### config.mk
export PLATFORM = sky130hd
export DESIGN_NAME = pipe_wallace_mult
export DESIGN_NICKNAME = d
export VERILOG_FILES = /design/src/rtl/pipe_wallace_mult.sv
export SDC_FILE = /design/constraint.sdc
export NUM_CORES = 1
export LEC_CHECK = 0
export CAP_MARGIN = 20
export CELL_PAD_IN_SITES_DETAIL_PLACEMENT = 0
export CELL_PAD_IN_SITES_GLOBAL_PLACEMENT = 1
export CORE_MARGIN = 4
export CORE_UTILIZATION = 53
export CTS_CLUSTER_SIZE = 12
export DETAILED_ROUTE_END_ITERATION = 8
export DONT_BUFFER_PORTS = 1
export PLACE_DENSITY = 0.81
export SYNTH_ARGS = -nofsm -noshare
export SYNTH_HDL_FRONTEND = slang
export SYNTH_SLANG_ARGS = --single-unit
### constraint.sdc
create_clock -name clk -period 9.2 [get_ports clk]
set_input_delay 2.76 -clock clk [delete_from_list [all_inputs] [get_ports clk]]
set_output_delay 2.76 -clock clk [all_outputs]
set_load 0.02 [all_outputs]
### src/rtl/pipe_wallace_mult.sv
// pipe_wallace_mult: three-stage pipelined multiplier for signed or unsigned
// operands. Stage 1 forms partial-product rows, stage 2 reduces them to a
// sum/carry pair with a Wallace tree of 3:2 compressors, and stage 3 does the
// final carry-propagate add. One global advance signal stalls all stages.
// Bubbles are carried through the pipeline rather than collapsed.
module pipe_wallace_mult #(
    parameter int WIDTH = 8
) (
    input  logic                 clk,
    input  logic                 reset_n,
    input  logic                 in_valid,
    output logic                 in_ready,
    input  logic [WIDTH-1:0]     x,
    input  logic [WIDTH-1:0]     y,
    input  logic                 is_signed,
    output logic                 out_valid,
    input  logic                 out_ready,
    output logic [2*WIDTH-1:0]   out
);

    localparam int P = 2 * WIDTH;

    // 3:2 compressor, sum output
    function automatic logic [P-1:0] csa_sum(input logic [P-1:0] a,
                                             input logic [P-1:0] b,
                                             input logic [P-1:0] c);
        return a ^ b ^ c;
    endfunction

    // 3:2 compressor, carry output moved up one weight; the top carry is dropped
    function automatic logic [P-1:0] csa_carry(input logic [P-1:0] a,
                                               input logic [P-1:0] b,
                                               input logic [P-1:0] c);
        return ((a & b) | (a & c) | (b & c)) << 1;
    endfunction

    logic             advance_s;
    logic [P-1:0]     xe_s;
    logic [P-1:0]     pp_s [WIDTH];
    logic [P-1:0]     cur_s [WIDTH];
    logic [P-1:0]     nxt_s [WIDTH];
    logic [P-1:0]     red_sum_s;
    logic [P-1:0]     red_carry_s;
    logic             cin_s;
    logic [P-1:0]     cpa_s;
    int               n_s;
    int               m_s;

    // stage 1 registers
    logic             v1_r;
    logic             sg1_r;
    logic             ym1_r;
    logic [P-1:0]     pp_r [WIDTH];
    // stage 2 registers
    logic             v2_r;
    logic             sg2_r;
    logic             ym2_r;
    logic [P-1:0]     sum_r;
    logic [P-1:0]     carry_r;
    // stage 3 registers
    logic             v3_r;
    logic [P-1:0]     out_r;

    assign advance_s = !v3_r || out_ready;
    assign in_ready  = advance_s;
    assign out_valid = v3_r;
    assign out       = out_r;

    // Partial-product rows. In signed mode the multiplier MSB carries weight
    // -2^(W-1), so its row is the one's complement of the shifted multiplicand;
    // the missing +1 is added as the carry-in of the final adder.
    always_comb begin
        if (is_signed) begin
            xe_s = {{WIDTH{x[WIDTH-1]}}, x};
        end else begin
            xe_s = {{WIDTH{1'b0}}, x};
        end
        for (int i = 0; i < WIDTH; i++) begin
            if (y[i] && is_signed && (i == WIDTH - 1)) begin
                pp_s[i] = ~(xe_s << i);
            end else if (y[i]) begin
                pp_s[i] = xe_s << i;
            end else begin
                pp_s[i] = '0;
            end
        end
    end

    // Wallace reduction: each level compresses groups of three rows into two
    // until only a sum vector and a carry vector remain.
    always_comb begin
        n_s = WIDTH;
        m_s = 0;
        for (int k = 0; k < WIDTH; k++) begin
            cur_s[k] = pp_r[k];
            nxt_s[k] = '0;
        end
        for (int lvl = 0; lvl < WIDTH; lvl++) begin
            if (n_s > 2) begin
                m_s = 0;
                for (int g = 0; g < WIDTH; g++) begin
                    if (3 * g + 2 < n_s) begin
                        nxt_s[m_s]     = csa_sum(cur_s[3*g], cur_s[3*g+1], cur_s[3*g+2]);
                        nxt_s[m_s + 1] = csa_carry(cur_s[3*g], cur_s[3*g+1], cur_s[3*g+2]);
                        m_s = m_s + 2;
                    end else if (3 * g + 1 < n_s) begin
                        nxt_s[m_s]     = cur_s[3*g];
                        nxt_s[m_s + 1] = cur_s[3*g+1];
                        m_s = m_s + 2;
                    end else if (3 * g < n_s) begin
                        nxt_s[m_s] = cur_s[3*g];
                        m_s = m_s + 1;
                    end else begin
                        m_s = m_s;
                    end
                end
                cur_s = nxt_s;
                n_s   = m_s;
            end else begin
                n_s = n_s;
            end
        end
        red_sum_s   = cur_s[0];
        red_carry_s = cur_s[1];
    end

    // Final carry-propagate add, including the signed-mode correction bit
    always_comb begin
        cin_s = sg2_r & ym2_r;
        cpa_s = sum_r + carry_r + {{(P-1){1'b0}}, cin_s};
    end

    // Stage valid bits and the output register; cleared asynchronously
    always_ff @(posedge clk or negedge reset_n) begin
        if (!reset_n) begin
            v1_r  <= 1'b0;
            v2_r  <= 1'b0;
            v3_r  <= 1'b0;
            out_r <= '0;
        end else if (advance_s) begin
            v1_r  <= in_valid;
            v2_r  <= v1_r;
            v3_r  <= v2_r;
            out_r <= cpa_s;
        end
    end

    // Datapath registers of stages 1 and 2; contents are don't-care while invalid
    always_ff @(posedge clk) begin
        if (advance_s) begin
            pp_r    <= pp_s;
            sg1_r   <= is_signed;
            ym1_r   <= y[WIDTH-1];
            sum_r   <= red_sum_s;
            carry_r <= red_carry_s;
            sg2_r   <= sg1_r;
            ym2_r   <= ym1_r;
        end
    end

endmodule

# After elaboration in Yosys (flattened, before gate mapping)
# Cells that the tools add are included.
# op_classes
addsub,2
n_reduce_logical,4
n_bitwise,44
mux,3
# op_table
cell,n
15-bit bitwise AND,18
16-bit bitwise XOR,12
15-bit bitwise OR,12
16-bit 2-to-1 mux,2
16-bit by 1-bit adder with 16-bit output,1
16-bit adder,1
16-bit NOT,1
15-bit 2-to-1 mux,1
2-bit AND reduction,1
1-bit bitwise AND,1
1-bit logical AND,1
1-bit zero test,1
1-bit logical OR,1
# totals
wordCells,78
output_inout_bits,18
regBits,182

# Logic depth before layout (Yosys ltp)
# Gate-level depths: netlist of the first run.
# logic_depth
word_depth,12
mapped_depth,8

# Worst setup path after synthesis of the first run
# OpenSTA, ideal clock, no wires.
# synth_timing
kind,input to output
from,input out_ready
to,output in_ready
stages,3
required_ps,6440
slack_ps,186
t_arrival_ps,6254
path_cell_list,nor2b_1 -> clkinv_1 -> clkbuf_1
# synth_between
elab_chain_cells,1
# synth_lines
element,line_no,text
start: declaration,17,"input logic out_ready,"
1-bit logical OR,64,assign advance_s = !v3_r || out_ready;
end: declaration,12,"output logic in_ready,"
# No other way between the ends.

# Worst setup path in the final report of the first run
# Ends and elaborated chain as after synthesis.

==> results of run 1 <==
## cell usage after synthesis (all sizes together), types with 2 or more instances
master    n
a211oi    2
a21o      3
a21oi    16
a31oi     5
and2     69
and3     10
clkbuf    9
dfrtp    19
edfxtp  108
fa       59
ha       28
inv      96
mux2i     2
nand2    29
nand2b    3
nand3     2
nand4     2
nor2     10
nor2b     2
o21a      3
o21ai     9
o31ai     4
xnor2     9
xor2     16
## worst register-to-register path: cells and delay by family, from the launching register on
kind | cells | cell delay, ns
fa+ha+maj | 4 | 2.07
flops | 1 | 0.46
buf+inv | 2 | 0.14
## final timing paths
| kind | from | end | slack, ns | cells past startpoint |
|---|---|---|---|---|
| worst max-delay path | out_ready | in_ready | 3.04 | 3 |
| worst min-delay path | sg1_r | sg2_r | 0.42 | 0 |
| worst max register to register | pp_r[78] | sum_r[14] | 6.26 | 6 |
| worst min register to register | sg1_r | sg2_r | 0.42 | 0 |
| max in group asynchronous | reset_n | out[13] | 7.09 | 0 |
| min in group asynchronous | reset_n | out[5] | 2.04 | 0 |
## power by group
part	leakage, nW	switching (mW)	internal (mW)
combinational	1.71	0.744	0.551
sequential	1.37	0.128	0.937
clock	0.265	0.244	0.369
total	3.35	1.12	1.86
## metal layers
layer,vias to the layer above,wire (um)
met1,1811,5143
met4,0,182
met5,-,0
met2,99,5629
met3,13,778
li1,1773,-
## final cells by class
type / count / area share [%]
sequential: 127 / 48.11
multi-input combinational: 299 / 37.05
clock buffer: 18 / 5.552
inverter: 97 / 4.743
tap: 172 / 2.784
clock inverter: 14 / 1.570
timing repair buffer: 2 / 0.1942
## registers in the layout, indices dropped and copies added, names as in the netlist
signal / flops
out: 16
pp_r: 55
v2_r: 1
ym1_r: 1
sum_r: 16
sg2_r: 1
v1_r: 1
sg1_r: 1
carry_r: 14
cur_s: 19
out_valid: 1
ym2_r: 1
## metrics by stage
step / hold WS, ns / cell area (um^2)
3_3_place_gp: 0.4037 / 7179
4_1_cts: 0.4245 / 7730
5_1_grt: 0.4402 / 7730
6_report: 0.4212 / 7730
2_1_floorplan: 0.4003 / 6990
3_5_place_dp: 0.4146 / 7179
## placed cells by master, fill, tap and decap left out, drive strengths merged, types with 16 or more instances in the layout
cell,count
edfxtp,108
inv,97
and2,69
fa,59
nand2,29
ha,28
dfrtp,19
clkbuf,18
xor2,16
a21oi,16
## cells by family (layout without fill, tap and decap cells)
logic type | Yosys count | in the layout | synth area share, %
AO/OA/AOI/OAI | 54 | 54 | 5.262
XOR/XNOR | 25 | 25 | 3.132
adder cells (fa/ha/maj) | 87 | 87 | 21.91
buffers and inverters | 106 | 131 | 5.835
flip-flops | 127 | 127 | 53.19
multiplexers | 2 | 2 | 0.2864
AND/OR/NAND/NOR | 131 | 131 | 10.38
==> results.sh, run 1 <==
export IMPL_synth_seq_cells=127
export IMPL_ios=39
export IMPL_clk_latency_ns=0.42
export IMPL_yosysUniqueCellTypes=46
export IMPL_p_per_area_nw_per_um2=384.8
export IMPL_tritoncts="done"
export IMPL_synthCells=532
export IMPL_htreeDepth=4
export IMPL_peakVddDrop_uv=150.8
export IMPL_gr_usage_met2_pct=28.05
export IMPL_post_cts_resized=0
export IMPL_multiInputGateArea_um2=2864
export IMPL_post_route_period_util_pct=67.01
export IMPL_path_class="input port to output port"
export IMPL_max_stage_delay_ns=0.40
export IMPL_top_usage_layer="met2"
export IMPL_grt_pass1_wl_mm=19.93
export IMPL_diodes=0
export IMPL_final_setup_skew_ns=0.01281
export IMPL_async_flop_share_pct=14.96
export IMPL_vias=3696
export IMPL_period_minus_slack_ns=6.165
export IMPL_grt_max_degree=87
export IMPL_start_kind="input port"
export IMPL_yosys_warnings=0
export IMPL_drt_initial_drc_count=249
export IMPL_worstPathMaxFanout=40
export IMPL_synth_top_area_cell="edfxtp_1"
export IMPL_synth_area_top_cells="edfxtp_1 (46%), fa_1 (17%), dfrtp_1 (6.8%), and2_1 (6.1%), inv_1 (5.2%)"
export IMPL_setup_tns_final_ns=0
export IMPL_cts_setup_buffers=0
export IMPL_nFillCells=995
export IMPL_cp_cell_sequence="nor2b_1, buf_4, inv_4"
export IMPL_postLayoutCoreUtil_pct=60.52
export IMPL_dieWidth_um=122.8
export IMPL_rsz0062_at_grt="no"
export IMPL_synth_edf_count=108
export IMPL_outcome="finished, final reports clean"
export IMPL_met1_usage_pct=22.78
export IMPL_drive_above_1_share_pct=7.540
export IMPL_grt_ovfl_total=0
export IMPL_area_growth_pct=10.58
export IMPL_cap_violations=0
export IMPL_port_buffers=0
export IMPL_grt_use_total_pct=17.76
export IMPL_required_ns=6.44
export IMPL_hpwl_mm=8.251
export IMPL_via_per_inst=5.070
export IMPL_ant_nets=0
export IMPL_slew_headroom_pct=30.07
export IMPL_synth_top_area_share_pct=46.39
export IMPL_routed_wl_mm=11.74
export IMPL_ctsHoldBuffers=0
export IMPL_dp_slack_ns=3.027
export IMPL_synth_flop_cell="edfxtp_1"
export IMPL_hold_path_class="flip-flop to flip-flop"
export IMPL_synth_net_count=640
export IMPL_dpl_cell_count=697
export IMPL_layout_area_seq_um2=3719
export IMPL_initial_utilization_pct=54.73
export IMPL_nNetsFinal=652
export IMPL_rows=41
export IMPL_avgSynthCellArea_um2=13.14
export IMPL_drc=0
export IMPL_cts_root_buf="clkbuf_16"
export IMPL_cts_sinks=127
export IMPL_fin_ws_ns=3.035
export IMPL_antenna_found_initial=0
export IMPL_wl_per_cell_um=16.10
export IMPL_grt_pass1_vias=4039
export IMPL_cts_buffers=17
export IMPL_tightest_slew_ns=1.049
export IMPL_crit_buf_inv=2
export IMPL_ys_seq_area_share_pct=53.19
export IMPL_syn_cell_area_um2=6990
export IMPL_place_congestion=0.7698
export IMPL_first_pass_iters=5
export IMPL_clk_pin_slew_worst_paths_ns=0.06
export IMPL_die_h_um=122.8
export IMPL_finalMaxSlewViolations=0
export IMPL_max_freq_ghz=0.1622
export IMPL_hold_violations=0
export IMPL_path_delay_family="buffers and inverters"
export IMPL_setup_violations=0
export IMPL_arrival_ns=3.40
export IMPL_leakagePower_nw=3.347
export IMPL_dieArea_um2=15090
export IMPL_power_mw=2.974
export IMPL_cts_path_max_buffers=2
export IMPL_slowest_stage="inv_4"
export IMPL_grt_util_met3_pct=5.576
export IMPL_final_cells=729
export IMPL_end_kind="output port"
export IMPL_fp_coreArea_um2=12770
No activity file was read; power rests on OpenSTA's default activity.
==> inputs of run 2 (changes only) <==
--- a/config.mk
+++ b/config.mk
@@ -9,11 +9,11 @@
 export CELL_PAD_IN_SITES_DETAIL_PLACEMENT = 0
 export CELL_PAD_IN_SITES_GLOBAL_PLACEMENT = 1
 export CORE_MARGIN = 4
-export CORE_UTILIZATION = 53
+export CORE_UTILIZATION = 48
 export CTS_CLUSTER_SIZE = 12
 export DETAILED_ROUTE_END_ITERATION = 8
 export DONT_BUFFER_PORTS = 1
-export PLACE_DENSITY = 0.81
+export PLACE_DENSITY = 0.77
 export SYNTH_ARGS = -nofsm -noshare
 export SYNTH_HDL_FRONTEND = slang
 export SYNTH_SLANG_ARGS = --single-unit
==> constraint.sdc (replaced) <==
create_clock -name clk -period 5.2 [get_ports clk]
set_input_delay 1.56 -clock clk [delete_from_list [all_inputs] [get_ports clk]]
set_output_delay 1.56 -clock clk [all_outputs]
set_load 0.02 [all_outputs]
==> run 2 against run 1 <==
- design area rose by 0.29%
- clock power up 81%
- routed wire length decreased by 0.12%
- clock skew down 0.0051 ns
- sequential power rose by 76%
- critical endpoint unchanged
- largest cell class unchanged
==> results.sh, run 2 (synthesis results as in run 1) <==
export IMPL_required_ns=3.64
export IMPL_via_per_inst=4.961
export IMPL_clk_latency_ns=0.42
export IMPL_layout_common_cells="edfxtp_1 (108), inv_1 (96), and2_1 (68)"
export IMPL_multiInputGateArea_um2=2864
export IMPL_final_setup_skew_ns=0.007721
export IMPL_cts_root_buf="clkbuf_16"
export IMPL_die_h_um=128.7
export IMPL_cts_path_max_buffers=2
export IMPL_place_congestion=0.8442
export IMPL_start_kind="input port"
export IMPL_rows=43
export IMPL_postLayoutCoreUtil_pct=55.00
export IMPL_peakVddDrop_uv=315.6
export IMPL_cts_setup_buffers=0
export IMPL_tightest_slew_ns=0.8167
export IMPL_routed_wl_mm=11.72
export IMPL_hold_violations=0
export IMPL_crit_buf_inv=1
export IMPL_vias=3661
export IMPL_dr_max_layer_used="met4"
export IMPL_grt_pass1_vias=4013
export IMPL_post_cts_resized=0
export IMPL_hold_path_class="flip-flop to flip-flop"
export IMPL_grt_use_total_pct=16.12
export IMPL_grt_pass1_wl_mm=20.20
export IMPL_hold_worst_slack_ns=0.4191
export IMPL_dieWidth_um=128.7
export IMPL_wl_per_cell_um=15.88
export IMPL_cp_cell_sequence="nor2b_1, inv_4"
export IMPL_cap_violations=0
export IMPL_arrival_ns=1.93
export IMPL_largest_register_ffs=55
export IMPL_ant_nets=0
export IMPL_antenna_found_initial=0
export IMPL_drive_above_1_share_pct=6.810
export IMPL_drc=0
export IMPL_htreeDepth=4
export IMPL_end_kind="output port"
export IMPL_port_buffers=0
export IMPL_final_cells=738
export IMPL_dieArea_um2=16560
export IMPL_grt_max_degree=69
export IMPL_p_per_area_nw_per_um2=681.1
export IMPL_dr_wl_met3_um=713
export IMPL_cts_buffers=17
export IMPL_area_growth_pct=10.90
export IMPL_whs_path_depth=0
export IMPL_worstPathMaxFanout=2
export IMPL_finalMaxSlewViolations=0
export IMPL_clk_pin_slew_worst_paths_ns=0.05
export IMPL_first_pass_iters=5
export IMPL_slew_headroom_pct=45.56
export IMPL_outcome="finished, final reports clean"
export IMPL_hold_end="sg2_r"
export IMPL_path_delay_family="simple AND/OR/NAND/NOR gates"
export IMPL_fp_coreArea_um2=14100
export IMPL_ctsHoldBuffers=0
export IMPL_rsz0062_at_grt="no"
export IMPL_max_freq_ghz=0.2869
export IMPL_wl_met2_mm=5.307
export IMPL_cts_sinks=127
export IMPL_reg2reg_to="sum_r[14]"
export IMPL_setup_violations=0
export IMPL_nNetsFinal=653
export IMPL_largest_register="pp_r"
export IMPL_final_common_cell="edfxtp_1"
export IMPL_grt_ovfl_total=0
export IMPL_initial_utilization_pct=49.59
export IMPL_ios=39
export IMPL_setup_tns_final_ns=0
export IMPL_drt_initial_drc_count=164
export IMPL_nFillCells=1182
export IMPL_power_mw=5.280
export IMPL_dpl_cell_count=706
export IMPL_r2r_start="pp_r[110]"
export IMPL_tritoncts="done"
export IMPL_leakagePower_nw=3.352
export IMPL_layout_area_seq_um2=3719
export IMPL_slowest_stage="nor2b_1"
export IMPL_period_minus_slack_ns=3.486
export IMPL_path_class="input port to output port"
export IMPL_rr_worst_depth=6
export IMPL_m1WireLength_mm=5.511
export IMPL_post_route_period_util_pct=67.03
export IMPL_hpwl_mm=8.414
export IMPL_rrSetupSlack_ns=2.25
export IMPL_diodes=0
export IMPL_max_stage_delay_ns=0.27
export IMPL_hold_start="sg1_r"
run 2: cell types whose count changed in the layout (fill, tap and decap cells not counted), sizes merged:
cell,previous run,this run
clkbuf,18,20
bufinv,1,2
clkinv,10,7
inv,97,98
clkinvlp,3,2
buf,2,3
run 2: worst register-to-register path: stages, from the launching register on:
cell and delay (ns):
edfxtp_1 0.45, fa_1 0.61, inv_1 0.11, fa_1 0.54
inv_1 0.06, fa_1 0.50, fa_1 0.42
run 2: power by group:
| part | leakage [nW] | total [mW] | switching (mW) | internal (mW) |
|---|---|---|---|---|
| logic | 1.71 | 2.29 | 1.31 | 0.977 |
| clock network | 0.267 | 1.11 | 0.409 | 0.697 |
| registers | 1.37 | 1.88 | 0.227 | 1.66 |
| total | 3.35 | 5.28 | 1.95 | 3.33 |
run 2: cell type report:
class,count,share of cell area [%]
Clock buffer,20,5.633
Clock inverter,12,1.533
Inverter,97,4.729
Multi-Input combinational cell,299,36.94
Sequential cell,127,47.97
Tap cell,180,2.905
Timing Repair Buffer,3,0.2905
run 2: through the flow:
step,setup slack [ns],instance area (um^2)
after floorplan,0.2907,6992
after global placement,1.694,7197
after detailed placement,1.663,7197
after CTS,1.675,7752
after global routing,1.675,7752
final,1.714,7752
run 2: worst max-delay path by stage:
stage	from	end	slack [ns]	depth (start not counted)
2_1_floorplan	out_ready	in_ready	0.29	3
3_3_place_gp	out_ready	in_ready	1.69	2
3_5_place_dp	out_ready	cur_s[46]	1.66	4
4_1_cts	out_ready	in_ready	1.67	2
5_1_grt	out_ready	in_ready	1.68	2
6_report	out_ready	in_ready	1.71	2
run 2: routing by layer:
layer  vias to the layer above  global-route usage, %
li1                       1788                      -
met1                      1770                  21.28
met2                        88                  24.54
met3                        15                  6.268
met4                         0                  5.621
met5                         -                      0
